==> src/rtl/bus_arbiter_mux_if.sv <==
// Common-bus handshake bundle: source requests and words in, registered bus word and grant strobes out.
// The slave modport faces the arbiter and the master modport faces the sources and consumer.
interface bus_arbiter_mux_if #(
    parameter int WIDTH   = 16,
    parameter int SOURCES = 8,
    localparam int SEL_W  = $clog2(SOURCES)
);
    logic [SOURCES-1:0]       req;
    logic [SOURCES*WIDTH-1:0] data_in;
    logic                     force_en;
    logic [SEL_W-1:0]         force_sel;
    logic                     bus_ready;
    logic [WIDTH-1:0]         bus_out;
    logic                     bus_valid;
    logic [SEL_W-1:0]         bus_id;
    logic [SOURCES-1:0]       grant;
    logic                     sel_err;

    modport master (
        output req, data_in, force_en, force_sel, bus_ready,
        input  bus_out, bus_valid, bus_id, grant, sel_err
    );

    modport slave (
        input  req, data_in, force_en, force_sel, bus_ready,
        output bus_out, bus_valid, bus_id, grant, sel_err
    );
endinterface

==> src/rtl/bus_arbiter_mux.sv <==
// Round-robin common-bus mux with a legacy force-select mode; 1-cycle latency from request to a registered word.
// The output register holds its word while bus_valid=1 and bus_ready=0; grant is 0 whenever no load is possible.
module bus_arbiter_mux #(
    parameter int WIDTH   = 16,
    parameter int SOURCES = 8,
    localparam int SEL_W  = $clog2(SOURCES)
) (
    input  logic              clk,
    input  logic              rst_n,
    bus_arbiter_mux_if.slave  bif
);
    localparam logic [SEL_W:0] SRC_N = (SEL_W+1)'(SOURCES);

    logic [SEL_W-1:0]   rr_ptr;
    logic [SEL_W-1:0]   rr_win;
    logic [SEL_W-1:0]   cap_idx;
    logic [SEL_W:0]     cand;
    logic [WIDTH-1:0]   cap_word;
    logic [SOURCES-1:0] grant_c;
    logic               load_ok;
    logic               rr_found;
    logic               cap;
    logic               err_nxt;

    assign load_ok  = !bif.bus_valid || bif.bus_ready;
    assign bif.grant = grant_c;

    // Search rr_ptr+1, rr_ptr+2, ... with a modulo-SOURCES wrap so unused codes are never visited.
    always_comb begin
        rr_found = 1'b0;
        rr_win   = '0;
        cand     = '0;
        for (int k = 1; k <= SOURCES; k++) begin
            cand = {1'b0, rr_ptr} + (SEL_W+1)'(k);
            if (cand >= SRC_N) cand = cand - SRC_N;
            if (!rr_found && bif.req[cand[SEL_W-1:0]]) begin
                rr_found = 1'b1;
                rr_win   = cand[SEL_W-1:0];
            end
        end
    end

    always_comb begin
        cap     = 1'b0;
        err_nxt = 1'b0;
        cap_idx = rr_win;
        if (bif.force_en) begin
            cap_idx = bif.force_sel;
            if ({1'b0, bif.force_sel} < SRC_N) cap = load_ok;
            else                               err_nxt = load_ok;
        end else begin
            cap = load_ok && rr_found;
        end
    end

    always_comb begin
        cap_word = '0;
        grant_c  = '0;
        for (int i = 0; i < SOURCES; i++) begin
            if (cap_idx == SEL_W'(i)) begin
                cap_word   = bif.data_in[i*WIDTH +: WIDTH];
                grant_c[i] = cap;
            end
        end
    end

    always_ff @(posedge clk or negedge rst_n) begin
        if (!rst_n) begin
            bif.bus_out   <= '0;
            bif.bus_valid <= 1'b0;
            bif.bus_id    <= '0;
            bif.sel_err   <= 1'b0;
            rr_ptr        <= SEL_W'(SOURCES - 1);
        end else begin
            bif.sel_err <= err_nxt;
            if (load_ok) begin
                bif.bus_valid <= cap;
                if (cap) begin
                    bif.bus_out <= cap_word;
                    bif.bus_id  <= cap_idx;
                    // Forced loads leave the fairness pointer untouched.
                    if (!bif.force_en) rr_ptr <= cap_idx;
                end
            end
        end
    end
endmodule
==> src/flat_wrapper.sv <==
// flat-port wrapper written by rule: the top's interface ports become plain ports
module bus_arbiter_mux_flat 
#(
    parameter int WIDTH   = 16,
    parameter int SOURCES = 8,
    localparam int SEL_W  = $clog2(SOURCES)
)
  (clk, rst_n, bif_req, bif_data_in, bif_force_en, bif_force_sel, bif_bus_ready, bif_bus_out, bif_bus_valid, bif_bus_id, bif_grant, bif_sel_err);
  bus_arbiter_mux_if #(.WIDTH(WIDTH), .SOURCES(SOURCES)) bif_i ();
  input  logic clk;
  input  logic rst_n;
  input wire logic [$bits(bif_i.req)-1:0] bif_req;
  input wire logic [$bits(bif_i.data_in)-1:0] bif_data_in;
  input wire logic [$bits(bif_i.force_en)-1:0] bif_force_en;
  input wire logic [$bits(bif_i.force_sel)-1:0] bif_force_sel;
  input wire logic [$bits(bif_i.bus_ready)-1:0] bif_bus_ready;
  output wire logic [$bits(bif_i.bus_out)-1:0] bif_bus_out;
  output wire logic [$bits(bif_i.bus_valid)-1:0] bif_bus_valid;
  output wire logic [$bits(bif_i.bus_id)-1:0] bif_bus_id;
  output wire logic [$bits(bif_i.grant)-1:0] bif_grant;
  output wire logic [$bits(bif_i.sel_err)-1:0] bif_sel_err;
  assign bif_i.req = bif_req;
  assign bif_i.data_in = bif_data_in;
  assign bif_i.force_en = bif_force_en;
  assign bif_i.force_sel = bif_force_sel;
  assign bif_i.bus_ready = bif_bus_ready;
  assign bif_bus_out = bif_i.bus_out;
  assign bif_bus_valid = bif_i.bus_valid;
  assign bif_bus_id = bif_i.bus_id;
  assign bif_grant = bif_i.grant;
  assign bif_sel_err = bif_i.sel_err;
  bus_arbiter_mux #(.WIDTH(WIDTH), .SOURCES(SOURCES)) u_core (.clk(clk), .rst_n(rst_n), .bif(bif_i));
endmodule
==> config.mk <==
export PLATFORM = sky130hd
export DESIGN_NAME = bus_arbiter_mux_flat
export DESIGN_NICKNAME = d
export VERILOG_FILES = /design/src/rtl/bus_arbiter_mux_if.sv /design/src/rtl/bus_arbiter_mux.sv /design/src/flat_wrapper.sv
export SDC_FILE = /design/constraint.sdc
export NUM_CORES = 1
export LEC_CHECK = 0
export ABC_CLOCK_PERIOD_IN_PS = 4650
export BUFFER_PORTS_ARGS = -buffer_cell sky130_fd_sc_hd__buf_2
export CORE_MARGIN = 4
export CORE_UTILIZATION = 40
export DETAILED_ROUTE_END_ITERATION = 7
export GPL_TIMING_DRIVEN = 1
export HOLD_SLACK_MARGIN = 0.1
export PLACE_DENSITY_LB_ADDON = 0.15
export SYNTH_ARGS = -nofsm -noshare
export SYNTH_HDL_FRONTEND = slang
export SYNTH_SLANG_ARGS = --single-unit
==> constraint.sdc <==
create_clock -name clk -period 4.65 [get_ports clk]
set_input_delay 0 -clock clk [delete_from_list [all_inputs] [get_ports clk]]
set_output_delay 0 -clock clk [all_outputs]
set_load 0.005 [all_outputs]
# Yosys cells after proc, flatten, opt, wreduce, memory -nomap -nowiden
# Index checks and enable logic that the tools add are counted.
# classes
addsub	16
mul	0
div_mod_pow	0
magnitude_cmp	16
n_eq_ne	7
shift	0
n_mux	58
n_bitwise	1
reduce_logical	20
# ops
operator	count
$mux W16	8
$mux W3	17
$ge A4 B4 Y1 const B	8
$lt A3 B4 Y1 const B	8
$mux W1	25
$bmux W1 S3	8
$sub A3 B1 Y3 const B	8
$add A3 B3 Y4 const B	4
$eq A3 B3 Y1 const B	4
$add A3 B2 Y4 const B	2
$logic_and A1 B1 Y1	8
$logic_not A1 Y1	8
$eq A3 B2 Y1 const B	2
$add A3 B1 Y4 const B	1
$add A3 B4 Y4 const B	1
$eq A3 B1 Y1 const B	1
$logic_not A3 Y1	1
$reduce_and A3 Y1	1
$reduce_and A2 Y1	1
$logic_or A1 B1 Y1	1
$not A1 Y1	1
# totals
reg_bits	23
latch_bits	0
mem_bits_rw	0
rom_bits	0
inputBits	143
out_inout_bits	29
word_cells	122
mem_count	0

# Logic depth before layout (Yosys ltp)
# Gate-level depths: netlist of run 1.
# depth
ltp_word	37
mapped_depth	17

# Worst setup path after synthesis of run 1
# OpenSTA, ideal clock, no wires.
# synth_timing
kind	flip-flop to flip-flop
from	reg u_core.rr_ptr[1]
to	reg u_core.bif.bus_out[0]
setup_time_ns	0.141
arrival_time_ns	3.917
required_ns	4.509
slack_ns	0.592
stages_incl_launch_ff	16
synth_period_minus_slack_ns	4.058
cell_sequence	dfstp_2 > buf_2 > inv_1 > ha_1 > buf_6 > buf_8 > mux2_2 > mux4_2 > a2111oi_2 > nor3_1 > o31ai_4 > buf_8 > mux2_4 > o21a_1 > o221ai_1 > a31oi_1
# synth_between
elab_chain_cells	37
# synth_rtl
element	line	text
start: declaration	bus_arbiter_mux.sv:14	logic [SEL_W-1:0] rr_ptr;
start signal: assignment	bus_arbiter_mux.sv:73	rr_ptr <= SEL_W'(SOURCES - 1);
start signal: assignment	bus_arbiter_mux.sv:82	if (!bif.force_en) rr_ptr <= cap_idx;
$add A3 B1 Y4	bus_arbiter_mux.sv:34	cand = {1'b0, rr_ptr} + (SEL_W+1)'(k);
$ge A4 B4 Y1 / $sub A3 B1 Y3 (equally long branches)	bus_arbiter_mux.sv:35	if (cand >= SRC_N) cand = cand - SRC_N;
$mux W3	bus_arbiter_mux.sv:35	
$bmux W1 S3	bus_arbiter_mux.sv:36	if (!rr_found && bif.req[cand[SEL_W-1:0]]) begin
$mux W1 (not written as such)	bus_arbiter_mux.sv:36	
$mux W1	bus_arbiter_mux.sv:36	
$logic_not A1 Y1	bus_arbiter_mux.sv:36	
$logic_and A1 B1 Y1	bus_arbiter_mux.sv:36	
[... 14 more ...]	-	
$logic_and A1 B1 Y1	bus_arbiter_mux.sv:36	
$mux W1	bus_arbiter_mux.sv:36	
$logic_not A1 Y1	bus_arbiter_mux.sv:36	
$logic_and A1 B1 Y1	bus_arbiter_mux.sv:36	
$mux W3	bus_arbiter_mux.sv:36	
$mux W3	bus_arbiter_mux.sv:47	if (bif.force_en) begin
$logic_not A3 Y1	bus_arbiter_mux.sv:60	if (cap_idx == SEL_W'(i)) begin
$mux W16 (8 in series)	bus_arbiter_mux.sv:60	
end signal: assignment	bus_arbiter_mux.sv:79	bif.bus_out <= cap_word;
end: declaration	bus_arbiter_mux_if.sv:26	output bus_out, bus_valid, bus_id, grant, sel_err
# Several ways; a longest one is shown, not always the timed one. The select of a mux whose other input is x is not followed.
# A chain may end at the register's enable or synchronous reset.

# Final worst setup path of run 1
# layout_timing
from	reg u_core.rr_ptr[1]
to	reg u_core.bif.bus_out[14]
# The elaborated chain is that of the path after synthesis.

==> results of run 1 <==
[logic make-up (layout without fill, tap and decap cells)]
group                    after synthesis  after routing  synth area share, %
buffers and inverters                 32            199                 7.56
other                                  1              1                0.116
adder cells (fa/ha/maj)                2              2                0.775
XOR/XNOR                               6              6                 1.86
flip-flops                            23             23                 17.9
AO/OA/AOI/OAI                         86             86                 22.3
AND/OR/NAND/NOR                       86             86                 13.6
multiplexers                          92             92                 35.9
[tightest hold or removal path, cell delays in order]
cell      delay [ps]
buf_2             90
o221ai_1         180
a31oi_1           80
[repair_timing]
action                                 CTS  global route
resized for setup                        0             1
endpoints found under the hold margin   34             0
hold buffers                            12             0
setup endpoints to repair                0            21
[flip-flops by register name (all words and copies together) (netlist names)]
signal	cells
u_core.bif.bus_out	16
u_core.bif.bus_id	3
u_core.rr_ptr	3
u_core.bif.bus_valid	1
[area by class of cell]
class / instances / area share (%)
tap: 102 / 3.01
clock inverter: 1 / 0.118
clock buffer: 3 / 0.975
timing repair buffer: 190 / 24.6
inverter: 5 / 0.502
multi-input combinational: 273 / 57.1
sequential: 23 / 13.7
[layer usage]
layer	up-vias	wire length (um)	global-route usage, %
li1	1613	-	-
met1	1511	4340	27.9
met2	130	5670	39.1
met3	9	711	3.14
met4	0	82	3.19
met5	-	0	0
[per-stage QoR]
step,utilization [%],power (W)
6_report,54.2,0.00319
5_1_grt,54.2,0.00346
4_1_cts,54.1,0.00319
3_5_place_dp,52.0,0.00304
3_3_place_gp,52.0,0.00300
2_1_floorplan,-,0.00259
[worst paths after layout]
kind                                       from                      to  slack (ps)  cells past startpoint
max                            u_core.rr_ptr[1]  u_core.bif.bus_out[14]         290                     14
min                            bif_data_in[113]   u_core.bif.bus_out[1]         110                      3
max reg2reg                    u_core.rr_ptr[1]  u_core.bif.bus_out[14]         290                     14
min reg2reg                u_core.bif.bus_id[0]    u_core.bif.bus_id[0]         530                      1
max in group asynchronous                 rst_n  u_core.bif.bus_out[14]        4000                      2
min in group asynchronous                 rst_n    u_core.bif.bus_id[1]         250                      2
[power by group]
group          switching [W]  internal (W)
clock              0.0000727     0.0000600
combinational        0.00141       0.00125
sequential         0.0000833      0.000312
total                0.00157       0.00162
[placed cells by master (no fill, tap or decap), drive strengths merged, types with 6 or more instances in the layout]
cell type and count:
o221ai 13, nand3 6, nand2 15, mux2 26
a31oi 16, dlygate4sd3 12, dfrtp 20, mux4 14
nor2 37, mux2i 52, o21a 13, o22a 13
buf 178
==> results.ini, run 1 <==
[power]
leakage_nw=1.98
peakVddDrop_mv=0.567
powerDensity_nw_per_um2=753

[yosys]
synth_area_leader_cell=mux2i_1
synthFlopType=dfrtp_1
synth.area.top_cells=mux2i_1, dfrtp_1, mux4_2
synth_edf_count=0
async_flop_share_pct=100
syn_inst=328
yosysTopAreaCellShare_pct=16.1
synth_seq_cells=23
ys_warn_count=0
synth_cell_types=64
ys_seq_area_share_pct=17.9
ys_top_cells_by_count=mux2i_1, nor2_1, dfrtp_1, a31oi_1
synth.avg_cell_area_um2=9.85
syn-num-nets=473
yosysMostFrequentCell=mux2i_1
syn_area_um2=3230

[finish]
stdcell_count=597
finalNetCount=641
nFillCells=749
drive_gt1_share_pct=47.9
seqCellArea_um2=579
multi_input_area_um2=2420
finish.instance_area_um2=4230
num_antenna_cells=0
area_delta_synth_final_pct=31.1

[route]
drc=0
vias_per_cell=5.47
ant_nets=0
finalWirelength_um=10800
drt_iter0_drc=137
via_count=3263
wire_per_inst_um=18.1
drt_first_pass_iters=5

[floorplanning]
io_pins=172
dieArea_um2=9570
die_w_um=97.9
row_count=32
start_util_pct=41.4
core_um2=7810
die_h_um=97.9

[critical_path]
crit_chain=inv_1 > ha_1 > nor2b_1 > a211oi_2 > a221oi_1 > buf_4 > nor4_4 > a311oi_2 > o31ai_4 > buf_12 > mux2_4 > o21a_1 > o221ai_1 > a31oi_1
max_stage_delay_ps=700
criticalPathCategory=reg2reg
cp-end-kind=flip-flop
crit_fanout=52
arrival_ps=4480
crit_required_ps=4780
crit_slowest_cell=ha_1
timing.critical_path.buf_inv=3
cpLargestDelayFamily=compound AO/OA/AOI/OAI gates
cp-start-kind=flip-flop

[timing]
worst_slew_pin_slew_ps=612
setup_ws_ps=294
setup-tns-final_ps=0
slew_viol_final=0
min_period_over_period_pct=93.7
setup_violations=0
rsz0062_at_grt=no
fin_crit_ps=4360
hold_violations=0
max_slew_margin_pct=59.2
fin_hold_ws_ps=109
clock_skew_ps=14.3
timing.fmax_mhz=230

[clock_tree]
htreeDepth=1
cts_root_buf=clkbuf_8
numCtsBuffers=3
post-cts-setup-buffers=0
cts_num_sinks=23
clkTransAtPathRegs_ps=100
clockBufferDepth=2
insertion_delay_ps=270
cts_tree=yes

[placed_design]
io_buffers=170
place_inst=581
dp_hpwl_um=8560
place_area_um2=4060
place.gp.congestion=0.878
post-place-ws_ps=254

[run_status]
status=completed

[flow_run]
maxCapViolCount=0

[global_route]
grt_pass1_wl_um=17200
grt_usage_pct=21.6
antenna_found_initial=0
globalRouteOverflowTotal=0
grt_max_degree=53
grt_pass1_vias=3228

[min_path]
hp-class=in2reg

(Power assumes the default switching activity.)
==> run 2, diff against run 1 <==
--- a/config.mk
+++ b/config.mk
@@ -8,7 +8,7 @@
 export ABC_CLOCK_PERIOD_IN_PS = 4650
 export BUFFER_PORTS_ARGS = -buffer_cell sky130_fd_sc_hd__buf_2
 export CORE_MARGIN = 4
-export CORE_UTILIZATION = 40
+export CORE_UTILIZATION = 39
 export DETAILED_ROUTE_END_ITERATION = 7
 export GPL_TIMING_DRIVEN = 1
 export HOLD_SLACK_MARGIN = 0.1
==> results.ini, run 2 (synthesized netlist as in run 1, its figures left out) <==
[run_status]
status=completed

[placed_design]
place.gp.congestion=0.921  ; +4.8%
place_area_um2=4140  ; +2.0%
place_inst=592  ; +1.9%
io_buffers=170  ; unchanged
dp_hpwl_um=8940  ; +4.5%

[clock_tree]
insertion_delay_ps=270  ; about the same
cts_root_buf=clkbuf_8
cts_num_sinks=23  ; unchanged
clkTransAtPathRegs_ps=90  ; about the same
cts_tree=yes
htreeDepth=1  ; unchanged
clockBufferDepth=2  ; unchanged
numCtsBuffers=3  ; unchanged

[critical_path]
crit_fanout=15  ; -71%
crit_required_ps=4650  ; -130 ps
cp-end-kind=primary output
arrival_ps=4340  ; -140 ps
criticalPathCategory=reg2out
cp-start-kind=flip-flop

[global_route]
globalRouteOverflowTotal=0  ; unchanged
antenna_found_initial=1  ; +1
grt_max_degree=24  ; -55%
grt_usage_pct=21.6  ; -0.047 points
grt_pass1_wl_um=17400  ; +0.97%
grt_pass1_vias=3447  ; +6.8%

[route]
drt_iter0_drc=141  ; +2.9%
ant_nets=0  ; unchanged
finalWirelength_um=11100  ; +3.0%
via_count=3435  ; +5.3%
drc=0  ; unchanged
vias_per_cell=5.60  ; +2.5%
drt_first_pass_iters=4  ; -1
wire_per_inst_um=18.2  ; +0.35%

[power]
switching_share_pct=48.4  ; -0.82 points
cell_internal_pwr_w=0.00173  ; +6.6%
switchingPower_w=0.00162  ; +3.2%
powerDensity_nw_per_um2=769  ; +2.2%
p_clk_share_pct=3.9  ; -0.3 points
peakVddDrop_mv=0.341  ; -40%
combPwrFrac_pct=84.3  ; +0.8 points
leakage_nw=2.06  ; +3.7%
total_power_w=0.00335  ; +4.9%
seqPwrFrac_pct=11.8  ; -0.6 points

[finish]
largest_register_ffs=16  ; unchanged
mostFrequentLayoutCells=buf_2, mux2i_1, nor2_1
stdcell_count=613  ; +2.7%
drive_gt1_share_pct=49.6  ; +1.7 points
area_delta_synth_final_pct=34.6
regMostFlops=u_core.bif.bus_out
utilization_pct=55.1  ; +0.89 points
reg_top3=u_core.bif.bus_out: 16 flops, u_core.bif.bus_id: 3 flops, u_core.rr_ptr: 3 flops
finalNetCount=656  ; +2.3%
finish.instance_area_um2=4350  ; +2.7%
mostFrequentLayoutCell=buf_2

[floorplanning]
die_h_um=99.0  ; +1.2%
io_pins=172  ; unchanged
start_util_pct=40.9  ; -0.42 points
core_um2=7890  ; +1.0%
row_count=32  ; unchanged
die_w_um=99.0  ; +1.2%
dieArea_um2=9800  ; +2.4%

[timing]
hold_violations=0  ; unchanged
clock_skew_ps=1.46  ; -12.8 ps
rsz0062_at_grt=no
min_period_over_period_pct=93.3  ; -0.32 points
worst_slew_pin_slew_ps=644  ; +31.7 ps
fin_crit_ps=4340  ; -15.0 ps
slew_viol_final=0  ; unchanged
max_slew_margin_pct=57.0  ; -2.2 points
fin_hold_ws_ps=120  ; +11.5 ps
setup_violations=0  ; unchanged
timing.fmax_mhz=230  ; +0.35%

[min_path]
hp-class=in2reg

[flow_run]
maxCapViolCount=0  ; unchanged

==> run 2: cell types whose count changed in the layout (fill, tap and decap cells not counted) <==
cell	change
buf_4	+15
a221oi_1	-1
a221oi_2	+1
diode_2	+1
o21ai_2	+1
o21ai_4	-1
==> run 2: cell type report <==
cell class | count | area (um^2)
Timing Repair Buffer | 205 | 1160
Clock buffer | 3 | 41.3
Tap cell | 102 | 128
Antenna cell | 1 | 2.50
Sequential cell | 23 | 579
Fill cell | 758 | 3540
Inverter | 5 | 21.3
Clock inverter | 1 | 5.00
Multi-Input combinational cell | 273 | 2410
==> run 2: path summary, 6_finish.rpt <==
path / startpoint / to / slack (ps) / cells past startpoint
max: u_core.rr_ptr[0] / bif_grant[6] / 310 / 12
min: bif_data_in[127] / u_core.bif.bus_out[15] / 120 / 3
max reg2reg: u_core.rr_ptr[0] / u_core.bif.bus_out[1] / 350 / 12
min reg2reg: u_core.bif.bus_id[0] / u_core.bif.bus_id[0] / 510 / 1
max in group asynchronous: rst_n / u_core.rr_ptr[2] / 4010 / 2
min in group asynchronous: rst_n / u_core.bif.bus_out[15] / 260 / 2
==> run 2: what timing repair did <==
| action | CTS | global route |
|---|---|---|
| hold buffers | 12 | 0 |
| setup buffers | 4 | 0 |
| pin swaps | 1 | 0 |
| endpoints found under the setup margin | 8 | 7 |
| endpoints found under the hold margin | 34 | 0 |
| resized for setup | 0 | 1 |
==> run 2: stage by stage <==
step	setup slack [ps]	setup TNS, ps
after floorplan	592	0
after global placement	201	0
after detailed placement	-7.38	-14.1
after CTS	250	0
after global routing	18.5	0
final	309	0
==> run 2: critical path: stages, from the launching register on <==
cell and delay [ps]:
dfstp_2 580, inv_4 30, ha_1 610, mux2_2 420, mux4_2 520, buf_4 170
nor3_4 310, nand3_1 140, nor3b_1 190, a21oi_4 340, nand2b_1 410, nor2_1 200
buf_2 140
==> run 2: power by group through the flow <==
stage | sequential, W | clock (W) | combinational (W)
final | 0.000394 | 0.000132 | 0.00282
after global routing | 0.000408 | 0.000144 | 0.00307
after CTS | 0.000395 | 0.000137 | 0.00281
after detailed placement | 0.000399 | 0 | 0.00276
after global placement | 0.000394 | 0 | 0.00272
after floorplan | 0.000378 | 0 | 0.00222
==> run 2: per-layer routing <==
layer | share of wire, % | global-route usage (%) | vias up
li1 | - | - | 1644
met1 | 40 | 26.2 | 1658
met2 | 51 | 39.6 | 119
met3 | 6.6 | 3.04 | 14
met4 | 2.2 | 5.88 | 0
met5 | 0 | 0 | -
==> run 3, diff against run 2 <==
--- a/config.mk
+++ b/config.mk
@@ -7,12 +7,15 @@
 export LEC_CHECK = 0
 export ABC_CLOCK_PERIOD_IN_PS = 4650
 export BUFFER_PORTS_ARGS = -buffer_cell sky130_fd_sc_hd__buf_2
+export CELL_PAD_IN_SITES_DETAIL_PLACEMENT = 1
+export CELL_PAD_IN_SITES_GLOBAL_PLACEMENT = 2
 export CORE_MARGIN = 4
-export CORE_UTILIZATION = 39
+export CORE_UTILIZATION = 26
 export DETAILED_ROUTE_END_ITERATION = 7
 export GPL_TIMING_DRIVEN = 1
 export HOLD_SLACK_MARGIN = 0.1
 export PLACE_DENSITY_LB_ADDON = 0.15
+export REMOVE_ABC_BUFFERS = 1
 export SYNTH_ARGS = -nofsm -noshare
 export SYNTH_HDL_FRONTEND = slang
 export SYNTH_SLANG_ARGS = --single-unit
==> results.ini, run 3 (synthesized netlist as in run 1, its figures left out) <==
[run_status]
status=completed

[clock_tree]
insertion_delay_ps=260  ; about the same
cts_root_buf=clkbuf_16
numCtsBuffers=3  ; unchanged
htreeDepth=1  ; unchanged
cts_num_sinks=23  ; unchanged
clkTransAtPathRegs_ps=60  ; -30 ps
cts_tree=yes
clockBufferDepth=2  ; unchanged

[finish]
utilization_pct=36.3  ; -19 points
mostFrequentLayoutCells=buf_2, mux2i_1, nor2_1
area_delta_synth_final_pct=35.7
regMostFlops=u_core.bif.bus_out
largest_register_ffs=16  ; unchanged
finalNetCount=642  ; -2.1%
nFillCells=1474  ; +94%
mostFrequentLayoutCell=buf_2
drive_gt1_share_pct=48.6  ; -1.0 points
reg_top3=u_core.bif.bus_out: 16 flops, u_core.bif.bus_id: 3 flops, u_core.rr_ptr: 3 flops

[critical_path]
max_stage_delay_ps=550  ; -60 ps
cp-end-kind=primary output
r2r_start=u_core.rr_ptr[0]
cp-start-kind=flip-flop
crit_slowest_cell=dfstp_2
crit_chain=buf_4 > ha_1 > xnor2_1 > mux2_2 > a221oi_4 > inv_1 > a21oi_1 > o21ai_1 > a21oi_4 > nand2_2 > nor2_1 > buf_2
startpoint=u_core.rr_ptr[0]
criticalPathCategory=reg2out
crit_fanout=20  ; +5
crit_required_ps=4650  ; about the same
timing.critical_path.buf_inv=3  ; unchanged
arrival_ps=4300  ; -40 ps
cpLargestDelayFamily=compound AO/OA/AOI/OAI gates

[min_path]
hp-class=in2reg
hold_start=bif_data_in[97]

[timing]
fin_crit_ps=4300  ; -43.0 ps
fin_hold_ws_ps=101  ; -19.8 ps
rsz0062_at_grt=no
slew_viol_final=0  ; unchanged
setup_violations=0  ; unchanged
min_period_over_period_pct=92.4  ; -0.93 points
max_slew_margin_pct=60.9  ; +3.9 points
timing.fmax_mhz=233  ; +1.0%
worst_slew_pin_slew_ps=582  ; -61.8 ps
clock_skew_ps=6.39  ; +4.93 ps
hold_violations=0  ; unchanged

[power]
cell_internal_pwr_w=0.00173  ; -0.15%
total_power_w=0.00337  ; +0.80%
powerDensity_nw_per_um2=769  ; about the same
switching_share_pct=48.8  ; +0.49 points
seqPwrFrac_pct=11.9  ; about the same
p_clk_share_pct=5.8  ; +1.9 points
peakVddDrop_mv=0.310  ; -9.0%
switchingPower_w=0.00165  ; +1.8%
combPwrFrac_pct=82.3  ; -2.0 points
leakage_nw=2.01  ; -2.2%

[placed_design]
io_buffers=170  ; unchanged
place.gp.congestion=0.757  ; -18%
dp_hpwl_um=9750  ; +9.0%

[global_route]
globalRouteOverflowTotal=0  ; unchanged
grt_pass1_vias=3595  ; +4.3%
grt_max_degree=32  ; +33%
grt_usage_pct=16.5  ; -5.1 points
grt_pass1_wl_um=19200  ; +11%
antenna_found_initial=0  ; -1

[route]
drc=0  ; unchanged
vias_per_cell=5.00  ; -11%
drt_iter0_drc=187  ; +33%
ant_nets=0  ; unchanged
wire_per_inst_um=18.3  ; +0.81%
via_count=3324  ; -3.2%
drt_first_pass_iters=4  ; unchanged
finalWirelength_um=12200  ; +9.4%

[floorplanning]
dieArea_um2=14300  ; +46%
core_um2=12100  ; +53%
start_util_pct=26.8  ; -14 points
io_pins=172  ; unchanged
row_count=40  ; +25%
die_w_um=119  ; +21%
die_h_um=119  ; +21%

[flow_run]
maxCapViolCount=0  ; unchanged

[run 3: cell types whose count changed in the layout (fill, tap and decap cells not counted), sizes merged]
cell | before | now
buf | 193 | 181
dlygate4sd3 | 12 | 10
[run 3: worst reg2reg max path, stage by stage (launching register included)]
cell,delay (ps)
dfstp_2,550
buf_4,290
ha_1,300
xnor2_1,310
mux2_2,430
a221oi_4,520
inv_1,170
a21oi_1,190
o21ai_1,130
a21oi_4,470
nand2_2,350
o221ai_1,310
a31oi_1,120
[run 3: power groups by stage]
stage,sequential (W),clock (W),combinational (W)
6_report,0.000400,0.000196,0.00278
4_1_cts,0.000402,0.000204,0.00281
2_1_floorplan,0.000441,0,0.00195
3_5_place_dp,0.000406,0,0.00279
5_1_grt,0.000417,0.000212,0.00305
3_3_place_gp,0.000400,0,0.00276
[run 3: area by class of cell]
| class | count | area [um^2] | share of cell area, % |
|---|---|---|---|
| Multi-Input combinational cell | 273 | 2420 | 55.2 |
| Timing Repair Buffer | 191 | 1070 | 24.4 |
| Sequential cell | 23 | 579 | 13.2 |
| Tap cell | 168 | 210 | 4.80 |
| Clock buffer | 3 | 75.1 | 1.71 |
| Inverter | 5 | 21.3 | 0.485 |
| Clock inverter | 1 | 5.00 | 0.114 |
| Antenna cell | 1 | 2.50 | 0.0571 |
[run 3: metal layers]
layer / GRT usage, % / share of wire, %
met5: 0 / 0
met4: 2.79 / 1.0
met3: 3.32 / 6.2
met2: 29.1 / 50
met1: 21.0 / 43
[run 3: path summary, 6_finish.rpt]
| kind | end | slack, ps | depth (start not counted) |
|---|---|---|---|
| worst max-delay path | bif_grant[7] | 350 | 12 |
| worst max register to register | u_core.bif.bus_out[4] | 390 | 12 |
| min in group asynchronous | u_core.bif.bus_out[8] | 280 | 2 |
| worst min register to register | u_core.bif.bus_id[1] | 520 | 1 |
| worst min-delay path | u_core.bif.bus_out[1] | 100 | 3 |
| max in group asynchronous | u_core.rr_ptr[0] | 3980 | 2 |
[run 3: repair_timing]
action	in CTS	in global routing
setup endpoints to repair	0	12
gates resized for setup	0	2
hold buffers	10	0
endpoints found under the hold margin	29	0
buffers inserted	0	0
[run 3: per-stage QoR]
step | setup TNS, ps | worst slack, ps | cells | area (um^2)
CTS | 0 | 109 | 664 | 4370
global route | 0 | 4.40 | 664 | 4380
detailed placement | 0 | 244 | 650 | 4190
finish | 0 | 352 | 665 | 4380
floorplan | -19390 | -1020 | 301 | 3010
global placement | 0 | 395 | 650 | 4190
